==> src/rtl/alu_seq_pkg.sv <==
// Control codes and multiply/divide FSM encodings shared by the alu_seq files.
package alu_seq_pkg;

   localparam logic [3:0] ALU_AND   = 4'b0000;
   localparam logic [3:0] ALU_OR    = 4'b0001;
   localparam logic [3:0] ALU_ADD   = 4'b0010;
   localparam logic [3:0] ALU_SLTU  = 4'b0011;
   localparam logic [3:0] ALU_SUB   = 4'b0110;
   localparam logic [3:0] ALU_SLT   = 4'b0111;
   localparam logic [3:0] ALU_MULT  = 4'b1000;
   localparam logic [3:0] ALU_MULTU = 4'b1001;
   localparam logic [3:0] ALU_DIV   = 4'b1010;
   localparam logic [3:0] ALU_DIVU  = 4'b1011;
   localparam logic [3:0] ALU_NOR   = 4'b1100;
   localparam logic [3:0] ALU_XOR   = 4'b1101;

   localparam logic [1:0] ALU_ST_IDLE = 2'd0;
   localparam logic [1:0] ALU_ST_RUN  = 2'd1;
   localparam logic [1:0] ALU_ST_FIX  = 2'd2;

   // Codes 1000..1011; bit 1 selects divide, bit 0 selects unsigned.
   function automatic logic is_muldiv(input logic [3:0] code);
      return code[3:2] == 2'b10;
   endfunction

endpackage

==> src/rtl/alu_muldiv_iter.sv <==
// Unsigned iterative core: shift-add multiply or restoring divide, one bit per step.
module alu_muldiv_iter #(
   parameter int unsigned WIDTH = 32,
   parameter int unsigned CNT_W = $clog2(WIDTH) + 1
) (
   input  logic             clk_i,
   input  logic             reset_i,
   input  logic             load_i,
   input  logic             step_i,
   input  logic             is_div_i,
   input  logic [WIDTH-1:0] op_a_i,
   input  logic [WIDTH-1:0] op_b_i,
   output logic [WIDTH-1:0] acc_o,
   output logic [WIDTH-1:0] lo_o,
   output logic             last_o
);

   logic [WIDTH-1:0] acc_q, acc_d, lo_q, lo_d, m_q, m_d;
   logic [CNT_W-1:0] cnt_q, cnt_d;
   logic [WIDTH:0]   add_sum, rem_sh, rem_diff;

   always_comb begin
      add_sum  = {1'b0, acc_q} + (lo_q[0] ? {1'b0, m_q} : '0);
      rem_sh   = {acc_q, lo_q[WIDTH-1]};
      rem_diff = rem_sh - {1'b0, m_q};
      acc_d    = acc_q;
      lo_d     = lo_q;
      m_d      = m_q;
      cnt_d    = cnt_q;
      if (load_i) begin
         acc_d = '0;
         lo_d  = op_a_i;
         m_d   = op_b_i;
         cnt_d = CNT_W'(WIDTH - 1);
      end else if (step_i) begin
         cnt_d = cnt_q - 1'b1;
         if (is_div_i) begin
            // Negative trial difference means restore: keep the shifted remainder.
            acc_d = rem_diff[WIDTH] ? rem_sh[WIDTH-1:0] : rem_diff[WIDTH-1:0];
            lo_d  = {lo_q[WIDTH-2:0], ~rem_diff[WIDTH]};
         end else begin
            acc_d = add_sum[WIDTH:1];
            lo_d  = {add_sum[0], lo_q[WIDTH-1:1]};
         end
      end
   end

   always_ff @(posedge clk_i) begin
      if (reset_i) begin
         acc_q <= '0;
         lo_q  <= '0;
         m_q   <= '0;
         cnt_q <= '0;
      end else begin
         acc_q <= acc_d;
         lo_q  <= lo_d;
         m_q   <= m_d;
         cnt_q <= cnt_d;
      end
   end

   assign acc_o  = acc_q;
   assign lo_o   = lo_q;
   assign last_o = (cnt_q == '0);

endmodule

==> src/rtl/alu_seq.sv <==
// Registered MIPS EX-stage ALU; multiply/divide with HI/LO exists only when
// ALU_SEQ_MULDIV_EN is defined.
module alu_seq
   import alu_seq_pkg::*;
#(
   parameter int unsigned WIDTH = 32,
   parameter int unsigned CNT_W = $clog2(WIDTH) + 1
) (
   input  logic             clk,
   input  logic             reset,
   input  logic             start,
   input  logic [3:0]       ctl,
   input  logic [WIDTH-1:0] a,
   input  logic [WIDTH-1:0] b,
   output logic [WIDTH-1:0] out,
   output logic             zero,
   output logic             overflow,
   output logic [WIDTH-1:0] hi,
   output logic [WIDTH-1:0] lo,
   output logic             busy,
   output logic             done
);

`ifdef ALU_SEQ_MULDIV_EN
   localparam bit MulDivEn = 1'b1;
`else
   localparam bit MulDivEn = 1'b0;
`endif

   logic [WIDTH-1:0] out_q, out_d, alu_res, sum, diff;
   logic             ovf_q, ovf_d, alu_ovf, add_ovf, sub_ovf;
   logic             done_q, done_d, single_go, fix_done;

   assign sum     = a + b;
   assign diff    = a - b;
   assign add_ovf = (a[WIDTH-1] == b[WIDTH-1]) && (sum[WIDTH-1] != a[WIDTH-1]);
   assign sub_ovf = (a[WIDTH-1] != b[WIDTH-1]) && (diff[WIDTH-1] != a[WIDTH-1]);

   always_comb begin
      alu_res = '0;
      alu_ovf = 1'b0;
      case (ctl)
         ALU_AND:  alu_res = a & b;
         ALU_OR:   alu_res = a | b;
         ALU_ADD:  begin alu_res = sum;  alu_ovf = add_ovf; end
         ALU_SUB:  begin alu_res = diff; alu_ovf = sub_ovf; end
         ALU_SLT:  alu_res = {{(WIDTH-1){1'b0}}, diff[WIDTH-1] ^ sub_ovf};
         ALU_SLTU: alu_res = {{(WIDTH-1){1'b0}}, a < b};
         ALU_NOR:  alu_res = ~(a | b);
         ALU_XOR:  alu_res = a ^ b;
         default:  alu_res = '0;
      endcase
   end

   assign single_go = start & ~busy & ~(MulDivEn & is_muldiv(ctl));

   always_comb begin
      out_d  = single_go ? alu_res : out_q;
      ovf_d  = single_go ? alu_ovf : ovf_q;
      done_d = single_go | fix_done;
   end

   always_ff @(posedge clk) begin
      if (reset) begin
         out_q  <= '0;
         ovf_q  <= 1'b0;
         done_q <= 1'b0;
      end else begin
         out_q  <= out_d;
         ovf_q  <= ovf_d;
         done_q <= done_d;
      end
   end

   assign out      = out_q;
   assign zero     = (out_q == '0);
   assign overflow = ovf_q;
   assign done     = done_q;

`ifdef ALU_SEQ_MULDIV_EN
   logic [1:0]         state_q, state_d;
   logic               is_div_q, is_div_d, neg_quo_q, neg_quo_d;
   logic               neg_rem_q, neg_rem_d, dbz_q, dbz_d;
   logic [WIDTH-1:0]   hi_q, hi_d, lo_q, lo_d, mag_a, mag_b, md_acc, md_lo;
   logic [2*WIDTH-1:0] prod;
   logic               a_neg, b_neg, md_go, md_load, md_step, md_last;

   // Signed ops run on magnitudes; signs are re-applied in FIX.
   assign a_neg = ~ctl[0] & a[WIDTH-1];
   assign b_neg = ~ctl[0] & b[WIDTH-1];
   assign mag_a = a_neg ? -a : a;
   assign mag_b = b_neg ? -b : b;
   assign md_go = start & ~busy & is_muldiv(ctl);
   assign prod  = {md_acc, md_lo};

   always_comb begin
      state_d   = state_q;
      is_div_d  = is_div_q;
      neg_quo_d = neg_quo_q;
      neg_rem_d = neg_rem_q;
      dbz_d     = dbz_q;
      hi_d      = hi_q;
      lo_d      = lo_q;
      md_load   = 1'b0;
      md_step   = 1'b0;
      fix_done  = 1'b0;
      case (state_q)
         ALU_ST_IDLE: begin
            if (md_go) begin
               state_d   = ALU_ST_RUN;
               md_load   = 1'b1;
               is_div_d  = ctl[1];
               neg_quo_d = a_neg ^ b_neg;
               neg_rem_d = a_neg;
               dbz_d     = (b == '0);
            end
         end
         ALU_ST_RUN: begin
            md_step = 1'b1;
            if (md_last) state_d = ALU_ST_FIX;
         end
         ALU_ST_FIX: begin
            state_d  = ALU_ST_IDLE;
            fix_done = 1'b1;
            if (is_div_q) begin
               lo_d = dbz_q ? '1 : (neg_quo_q ? -md_lo : md_lo);
               hi_d = neg_rem_q ? -md_acc : md_acc;
            end else begin
               {hi_d, lo_d} = neg_quo_q ? -prod : prod;
            end
         end
         default: state_d = ALU_ST_IDLE;
      endcase
   end

   always_ff @(posedge clk) begin
      if (reset) begin
         state_q   <= ALU_ST_IDLE;
         is_div_q  <= 1'b0;
         neg_quo_q <= 1'b0;
         neg_rem_q <= 1'b0;
         dbz_q     <= 1'b0;
         hi_q      <= '0;
         lo_q      <= '0;
      end else begin
         state_q   <= state_d;
         is_div_q  <= is_div_d;
         neg_quo_q <= neg_quo_d;
         neg_rem_q <= neg_rem_d;
         dbz_q     <= dbz_d;
         hi_q      <= hi_d;
         lo_q      <= lo_d;
      end
   end

   alu_muldiv_iter #(
      .WIDTH (WIDTH),
      .CNT_W (CNT_W)
   ) u_iter (
      .clk_i    (clk),
      .reset_i  (reset),
      .load_i   (md_load),
      .step_i   (md_step),
      .is_div_i (is_div_q),
      .op_a_i   (mag_a),
      .op_b_i   (mag_b),
      .acc_o    (md_acc),
      .lo_o     (md_lo),
      .last_o   (md_last)
   );

   assign busy = (state_q != ALU_ST_IDLE);
   assign hi   = hi_q;
   assign lo   = lo_q;
`else
   assign busy     = 1'b0;
   assign hi       = '0;
   assign lo       = '0;
   assign fix_done = 1'b0;
`endif

endmodule

==> config.mk <==
export PLATFORM = sky130hd
export DESIGN_NAME = alu_seq
export DESIGN_NICKNAME = d
export VERILOG_FILES = /design/src/rtl/alu_seq_pkg.sv /design/src/rtl/alu_muldiv_iter.sv /design/src/rtl/alu_seq.sv
export SDC_FILE = /design/constraint.sdc
export NUM_CORES = 1
export LEC_CHECK = 0
export ABC_AREA = 1
export ABC_CLOCK_PERIOD_IN_PS = 5800
export CAP_MARGIN = 40
export CELL_PAD_IN_SITES_DETAIL_PLACEMENT = 2
export CELL_PAD_IN_SITES_GLOBAL_PLACEMENT = 2
export CORE_MARGIN = 8
export CORE_UTILIZATION = 29
export DETAILED_ROUTE_END_ITERATION = 8
export GPL_ROUTABILITY_DRIVEN = 0
export GPL_TIMING_DRIVEN = 0
export PLACE_DENSITY = 0.95
export SLEW_MARGIN = 30
export SYNTH_ARGS = -nofsm -noshare
export SYNTH_HDL_FRONTEND = slang
export SYNTH_SLANG_ARGS = --single-unit
==> constraint.sdc <==
create_clock -name clk -period 5.8 [get_ports clk]
set_input_delay 0.58 -clock clk [delete_from_list [all_inputs] [get_ports clk]]
set_output_delay 0.58 -clock clk [all_outputs]
set_load 0.03 [all_outputs]
# --- Word level (Yosys, flattened, before mapping) ---
# Cells that the tools add are included.
totals:
  register_bits: 34
  word_cells: 28
classes:
  addsub: 2
  n_reduce_logical: 4
  n_lt_le_gt_ge: 1
  n_eq_ne: 11
  n_mux: 2
  n_bitwise: 5
op_table:
  columns: ["cell", "count"]
  rows:
  - ["one-hot mux 32 bit (8 select lines)", 1]
  - ["adder 32 bit", 1]
  - ["bitwise AND 32 bit", 1]
  - ["zero test 32 bit", 1]
  - ["< comparator 32 bit", 1]
  - ["inverter 32 bit", 1]
  - ["bitwise OR 32 bit", 1]
  - ["subtractor 32 bit", 1]
  - ["bitwise XOR 32 bit", 1]
  - ["equality test 4 x 2 -> 1 bit (second input constant)", 2]
  - ["equality test 4 x 3 -> 1 bit (second input constant)", 2]
  - ["equality test 4 bit (second input constant)", 2]
  - ["equality test 4 x 1 -> 1 bit (second input constant)", 1]
  - ["zero test 4 bit", 1]
  - ["inequality test 1 bit", 3]
  - ["logical AND 1 bit", 2]
  - ["one-hot mux 1 bit (2 select lines)", 1]
  - ["equality test 1 bit", 1]
  - ["bitwise XOR 1 bit", 1]

# --- Logic depth before layout (Yosys ltp) ---
logic_depth:
  depth_word: 5
  depth_mapped: 22
  depth_no_buf: 21

# --- Least setup slack after synthesis ---
# OpenSTA, ideal clock, no wires.
synth_timing:
  kind: "input -> register"
  start: "in b[2]"
  end: "reg out_q[31], in the netlist out[31]"
  path_slack_ns: 2.667
  n_path_buf: 1
  stages: 22
  setup_ns: 0.132
  arrival_time_ns: 3.001
  required_time_ns: 5.668
  path_cell_list: "inv_1 ha_1 buf_4 inv_2 nand2_1 nand2_1 nand2_1 nand3_2 nand2_1 nand3_2 nand2_2 nand2_1 nand2_1 a21oi_1 or2_1 fa_1 inv_1 o21ai_0 a2111oi_0 nand3_1 nand2_1 a21oi_2"
synth_via:
  elab_chain_len: 2
  word_cells_on_any_way: 3
  classes_between: "add/sub: 2; mux: 1"
synth_rtl:
  columns: ["element", "line", "text"]
  rows:
  - ["start: declaration", "alu_seq.sv:14", "input logic [WIDTH-1:0] b,"]
  - ["subtractor 32 bit or adder 32 bit (tied branches)", "alu_seq.sv:35, alu_seq.sv:34", null]
  - ["one-hot mux 32 bit (8 select lines) *", "alu_seq.sv:42", "case (ctl)"]
  - ["end signal: assignment", "alu_seq.sv:69", "out_q <= out_d;"]
  - ["end: declaration", "alu_seq.sv:30", "logic [WIDTH-1:0] out_q, out_d, alu_res, sum, diff;"]
# Every way passes the cells marked *; elsewhere a longest branch is shown, timed or not.
# A chain may end at the register's enable or synchronous reset.

# --- Final worst setup path ---
layout_timing:
  start: "in a[1]"
  end: "reg out_q[31], in the netlist out[31]"
layout_via:
  elab_chain_len: 2
  word_cells_on_any_way: 3
  classes_between: "add/sub: 2; mux: 1"
layout_rtl:
  columns: ["element", "line", "text"]
  rows:
  - ["start: declaration", "alu_seq.sv:13", "input logic [WIDTH-1:0] a,"]
  - ["subtractor 32 bit or adder 32 bit (tied branches)", "alu_seq.sv:35, alu_seq.sv:34", null]
  - ["one-hot mux 32 bit (8 select lines) *", "alu_seq.sv:42", null]
# Marked as above.

==> results_dict.tcl <==
set metrics [dict create \
    core_mm2 0.02870 \
    routed_via_density 5.217 \
    hold_ws_ps 491.4 \
    dp_slack_ps 1367 \
    dp_hpwl_um 38570 \
    finalHoldViolCount 0 \
    crit_path_frequent_cell "nand2_1" \
    yosysUniqueCellTypes 43 \
    drtPass1Iterations 5 \
    grt_use_total 0.2582 \
    rsz0062_at_grt "false" \
    hold_buffers 0 \
    max_freq_ghz 0.2290 \
    antenna_found_initial 0 \
    path_delay_family "simple AND/OR/NAND/NOR gates" \
    setup_viol 0 \
    slowest_stage "clkdlybuf4s50_1" \
    routed_wl_um 46190 \
    worst_setup_path_end_kind "flip-flop" \
    io_pins 171 \
    yosysWarnings 0 \
    htree_levels 2 \
    tns_ps 0 \
    initial_core_util 0.2941 \
    crit_type "in2reg" \
    async_reset_ff_frac 0 \
    grt_max_degree 12 \
    cts_resized 0 \
    finalMaxSlewViolations 0 \
    numCtsBuffers 5 \
    grt_pass1_vias 12281 \
    drv_cap 0 \
    worstSkewPairLatency_ps 300 \
    p_leak_nw 5.675 \
    portBuffers 103 \
    seq_area_um2 680.7 \
    overflow 0 \
    drt_iter0_markers 535 \
    crit_buf_inv 3 \
    arrival_ps 4540 \
    die_h_um 186.6 \
    wl_per_cell_um 22.05 \
    hp-class "reg2reg" \
    ys_ff_latch 34 \
    finalCritPeriodShare 0.7530 \
    drc 0 \
    rows 62 \
    clockRootBuffer "clkbuf_16" \
    syn_inst 1535 \
    syn_area_mm2 0.008441 \
    worstMarginPinSlew_ps 946.3 \
    setup_slack_ps 1433 \
    vias 10930 \
    clockBufferDepth 2 \
    skew_ps 0 \
    path_clk_slew_ps 60 \
    required_ps 5970 \
    finalCriticalPeriod_ps 4367 \
    ys.flop_type "dfxtp_1" \
    final_common_cell "nand2_1" \
    grt_pass1_wl_um 71640 \
    status "finished, final reports clean" \
    relSlewSlack 0.3691 \
    max_stage_delay_ps 700 \
    syn2layout_area_growth_pct 22.70 \
    seq_area_frac_synth 0.08064 \
    die-area_mm2 0.03482 \
    cts_tree "done" \
    avgSynthCellArea_um2 5.499 \
    antenna_cells 0 \
    path_cells "clkdlybuf4s50_1 > inv_1 > ha_1 > nor2_1 > nand3_1 > nand3_2 > nand2_1 > nand3_2 > nand2_2 > nand2_1 > nand2_1 > a21oi_1 > or2_1 > fa_1 > inv_1 > o21ai_0 > a2111oi_0 > nand3_1 > nand2_1 > a21oi_2" \
    die_x_um 186.6 \
    postCtsSetupRepairBufs 0 \
    ant_nets 0 \
    multiInputGateArea_mm2 0.006038 \
    vdd_drop_max_v 0.0001042 \
    critPathMaxFanout 5 \
    final_cell_mix "nand2_1 (470), inv_1 (292), nand3_1 (118), clkdlybuf4s50_1 (103), ha_1 (96)" \
    synth-edff-count 0 \
    power_density_mw_per_mm2 143.5 \
    cts_sinks 34 \
    crit_path_start_kind "primary input" \
    final_layout_size_suffix_gt1_frac 0.09585 \
    fillers 3752 \
    nets 1880 \
]
## path summary, 6_finish.rpt
| check | from | end | slack, ps | cells after the start |
|---|---|---|---|---|
| worst max-delay path | a[1] | out[31] | 1430 | 20 |
| worst min-delay path | out[22] | out[22] | 490 | 2 |
| worst max register to register | out[26] | out[26] | 4810 | 2 |
| worst min register to register | out[22] | out[22] | 490 | 2 |
## state kept, by name, summed over array words and instances (netlist names)
name,count
overflow,1
out,32
done,1
## worst reg2reg max path, cell delays in order (launching register included)
cell	delay (ps)
dfxtp_1	480
nand2_1	110
a21oi_1	300
## through the flow
stage	util	total power (W)	instances	instance area, um2
6_report	0.3608	0.001486	2095	10360
5_1_grt	0.3608	0.001558	2095	10360
4_1_cts	0.3608	0.001464	2095	10360
3_5_place_dp	0.3555	0.001157	2087	10200
3_3_place_gp	0.3551	0.001091	2086	10190
2_1_floorplan	-	0.0008295	1599	8681
## cells in the mapped netlist (3+ instances only)
| master | instances | area, um2 |
|---|---|---|
| nand3_2 | 8 | 80.08 |
| clkinv_1 | 4 | 15.01 |
| ha_1 | 96 | 1201 |
| buf_4 | 76 | 570.6 |
| a221oi_1 | 25 | 219.0 |
| fa_1 | 3 | 60.06 |
| nor2_2 | 12 | 75.07 |
| clkbuf_1 | 12 | 45.04 |
| o21bai_1 | 6 | 45.04 |
| inv_2 | 6 | 22.52 |
| nor3_1 | 9 | 45.04 |
| and2_1 | 4 | 25.02 |
| nand2_2 | 11 | 68.82 |
| buf_2 | 19 | 95.09 |
| o22ai_1 | 14 | 87.58 |
| inv_1 | 292 | 1096 |
| o211ai_1 | 6 | 45.04 |
| nor4_1 | 10 | 62.56 |
| nand4_1 | 21 | 131.4 |
| nand3_1 | 118 | 590.6 |
| o2111ai_1 | 3 | 26.28 |
| o21ai_0 | 54 | 270.3 |
| nand2_1 | 470 | 1764 |
| xor2_1 | 3 | 26.28 |
| a21oi_2 | 6 | 52.55 |
| dfxtp_1 | 34 | 680.7 |
| o21ai_1 | 3 | 15.01 |
| a21oi_1 | 90 | 450.4 |
| buf_6 | 9 | 101.4 |
| nor2_1 | 94 | 352.8 |
## cells by family (layout without fill, tap and decap cells)
family / count (synthesis) / count (layout) / share of synthesized area
adder cells (fa/ha/maj): 99 / 99 / 0.1494
AND/OR/NAND/NOR: 765 / 765 / 0.3860
other: 1 / 65 / 0.0004443
AO/OA/AOI/OAI: 212 / 212 / 0.1479
flip-flops: 34 / 34 / 0.08064
XOR/XNOR: 3 / 3 / 0.003114
buffers and inverters: 421 / 533 / 0.2324
## routing by layer
layer,GRT usage,routed length (um)
met1,0.2874,18400
met5,0,0
met2,0.4645,22810
met4,0.1585,3051
met3,0.02983,1931
## final cells by class
type,instances,share of cell area
Buffer,119,0.08010
Clock inverter,2,0.001208
Inverter,302,0.1095
Tap cell,384,0.04639
Multi-Input combinational cell,1144,0.5831
Timing Repair Buffer,104,0.1006
Sequential cell,34,0.06572
Clock buffer,6,0.01341
## where the power goes
group / leakage [nW] / switching, W / internal, W
clock: 0.0729 / 0.000134 / 0.000171
combinational: 5.33 / 0.000634 / 0.000292
sequential: 0.277 / 0.0000114 / 0.000245
total: 5.67 / 0.000779 / 0.000707
No activity file was read; power rests on OpenSTA's default activity.
==> patch: new RTL, same flow settings <==
Change the parameter `WIDTH` from 32 to 64.
--- a/src/rtl/alu_seq.sv
+++ b/src/rtl/alu_seq.sv
@@ -5,3 +5,3 @@
 #(
-   parameter int unsigned WIDTH = 32,
+   parameter int unsigned WIDTH = 64,
    parameter int unsigned CNT_W = $clog2(WIDTH) + 1
Ports: changed (5 resized); port bits go from 171 to 331. The function was not compared with the original's and may differ.
==> patch against the unedited design <==
Synthesized cell count rose by 130%. Area after synthesis rose by 120%. Count of clock-buffer cells in the layout rose by 3. Utilization fell by 0.61 points. Setup slack got worse by 1.1 ns. Cell count rose by 130%. Wire length rose to 2.8 times the old value. Cell area rose by 120%. Sequential share of layout area fell by 0.79 points. Total power rose by 120%. Maximum frequency fell by 20%. Sequential cell count rose by 32. Clock skew did not move. Register-to-register slack barely moved. Critical path type unchanged. Critical endpoint is now out[63]$_SDFFE_PP0P_. Largest power group unchanged.
==> patch: results (changes against the unedited design) <==
- Status: complete, no violations (unchanged)
- Placed cell areas: 22500 sq um (was 10200 sq um)
- Worst Skew: 0 ns (unchanged)
- First-pass GRT wire length: 187000 um (was 71600 um)
- Worst-margin pin slew: 1.08 ns (was 0.946 ns)
- Worst VDD drop: 0.123 mV (was 0.104 mV)
- Overall routing resource usage: 33.2% (was 25.8%)
- GR Layer Usage met2: 56.6% (was 46.4%)
- Number of global-route vias before repair: 29139 (was 12281)
- Routed metal-1 wirelength: 47200 um (was 18400 um)
- Pin count of the biggest net entering global routing: 15 (was 12)
- IO Port Bufs: 200 (was 103)
- Synth area leaders: nand2_1 24%, inv_1 15%, ha_1 13%, dfxtp_1 7.0%, nand3_1 6.6% (was nand2_1 21%, ha_1 14%, inv_1 13%, dfxtp_1 8.1%, nand3_1 7.0%)
- Ys Warns: 0 (unchanged)
- Met1 Usage GRT: 36.1% (was 28.7%)
- GR Util met3: 8.62% (was 2.98%)
- Post-CTS setup buffers: 0 (unchanged)
- Synth cell count leaders: 1196 x nand2_1, 730 x inv_1, 248 x nand3_1 (was 470 x nand2_1, 292 x inv_1, 118 x nand3_1)
- CTS Buf Count: 9 (was 5)
- Top FF cell, synth: dfxtp_1 (unchanged)
- LEAKAGE: 12.6 nW (was 5.67 nW)
- Worst-path fanout max: 7 (was 5)
- # fillers: 8521 (was 3752)
- Top routing layer in use: met5 (was met4)
- Yosys cell types: 54 (was 43)
- Async set or reset register ratio after synthesis: 0% (unchanged)
- Proportion of synthesized chip area in sequential cells: 6.99% (was 8.06%)
- Vias/cell: 5.48 (was 5.22)
- Share of layout cells above drive strength 1: 10.2% (was 9.59%)
- Clk Latency, worst-skew pair: 0.36 ns (was 0.30 ns)
- Met3 wire length: 11600 um (was 1930 um)
- TritonRoute pass-1 iters: 5 (unchanged)
- Antenna violations before repair: 8 (was 0)
- Setup WS pre-CTS: 0.554 ns (was 1.37 ns)
- Final-stage net count: 4259 (was 1880)
- WP data arrival: 5.69 ns (was 4.54 ns)
- CTS H-tree lvls: 3 (was 2)
- Met2 routed WL: 59900 um (was 22800 um)
- Starting DRT DRC Count: 2215 (was 535)
- Critical Path Max Stage Delay: 0.59 ns (was 0.70 ns)
- Detailed Route WL: 129000 um (was 46200 um)
- Largest register FFs: 64 (was 32)
- Pint: 1.44 mW (was 0.707 mW)
- DP HPWL: 109000 um (was 38600 um)
- Total grt overflow: 0 (unchanged)
- Crit path max-delay family: simple AND/OR/NAND/NOR gates (unchanged)
- Max-cap violations: 0 (unchanged)
[patch: cell types whose count changed after synthesis, sizes merged, moves of 32 or more]
cell / before / now
nand2: 482 / 1215
buf: 105 / 197
inv: 298 / 765
a21oi: 96 / 202
nor2: 106 / 287
ha: 96 / 192
nand3: 126 / 257
o21ai: 57 / 119
dfxtp: 34 / 66
[patch: worst paths after layout]
path | from | end | slack [ns] | cells past startpoint
worst max-delay path | a[3] | out[63]$_SDFFE_PP0P_ | 0.33 | 21
worst min register to register | out[61]$_SDFFE_PP0P_ | out[61]$_SDFFE_PP0P_ | 0.50 | 2
worst min-delay path | out[61]$_SDFFE_PP0P_ | out[61]$_SDFFE_PP0P_ | 0.50 | 2
worst max register to register | out[46]$_SDFFE_PP0P_ | out[46]$_SDFFE_PP0P_ | 4.81 | 2
[patch: worst register-to-register path, delay by kind of cell (launching register included)]
kind	cells	cell delay, ns
DFF	1	0.43
AOI/OAI and AO/OA	1	0.35
and+or+nand+nor	1	0.09
[patch: cell families (layout without fill, tap and decap cells)]
family | count (synthesis) | after routing | synth area share, %
xor gates and xnor gates | 10 | 10 | 0.463
adders and majority gates | 195 | 195 | 13.0
AOI/OAI and AO/OA | 433 | 433 | 13.4
DFF | 66 | 66 | 6.99
buffers and inverters | 1007 | 1233 | 23.7
and+or+nand+nor | 1868 | 1868 | 42.4
other | 1 | 133 | 0.0198
[patch: power groups by stage]
| stage | clock, mW | sequential, mW | combinational, mW |
|---|---|---|---|
| final | 0.610 | 0.501 | 2.22 |
| after global routing | 0.622 | 0.502 | 2.33 |
| after CTS | 0.611 | 0.500 | 2.13 |
| after detailed placement | 0 | 0.508 | 2.11 |
| after global placement | 0 | 0.505 | 1.95 |
| after floorplan | 0 | 0.541 | 1.22 |
[patch: final cells by class]
| class | instances | area [sq um] | area share (%) |
|---|---|---|---|
| antenna | 4 | 10.0 | 0.0438 |
| buffer | 237 | 1600 | 7.00 |
| clock buffer | 9 | 225 | 0.985 |
| clock inverter | 7 | 85.1 | 0.372 |
| inverter | 770 | 2890 | 12.6 |
| multi-input combinational | 2635 | 13600 | 59.3 |
| sequential | 66 | 1320 | 5.78 |
| tap | 855 | 1070 | 4.68 |
| timing repair buffer | 210 | 2090 | 9.15 |
[patch: through the flow]
| stage | hold WS, ns | utilization (%) | power [mW] | cells |
|---|---|---|---|---|
| floorplan | 0.605 | - | 1.76 | 3708 |
| global placement | 0.471 | 34.8 | 2.46 | 4763 |
| detailed placement | 0.492 | 34.9 | 2.61 | 4769 |
| CTS | 0.505 | 35.4 | 3.24 | 4785 |
| global route | 0.529 | 35.5 | 3.45 | 4789 |
| finish | 0.503 | 35.5 | 3.34 | 4793 |
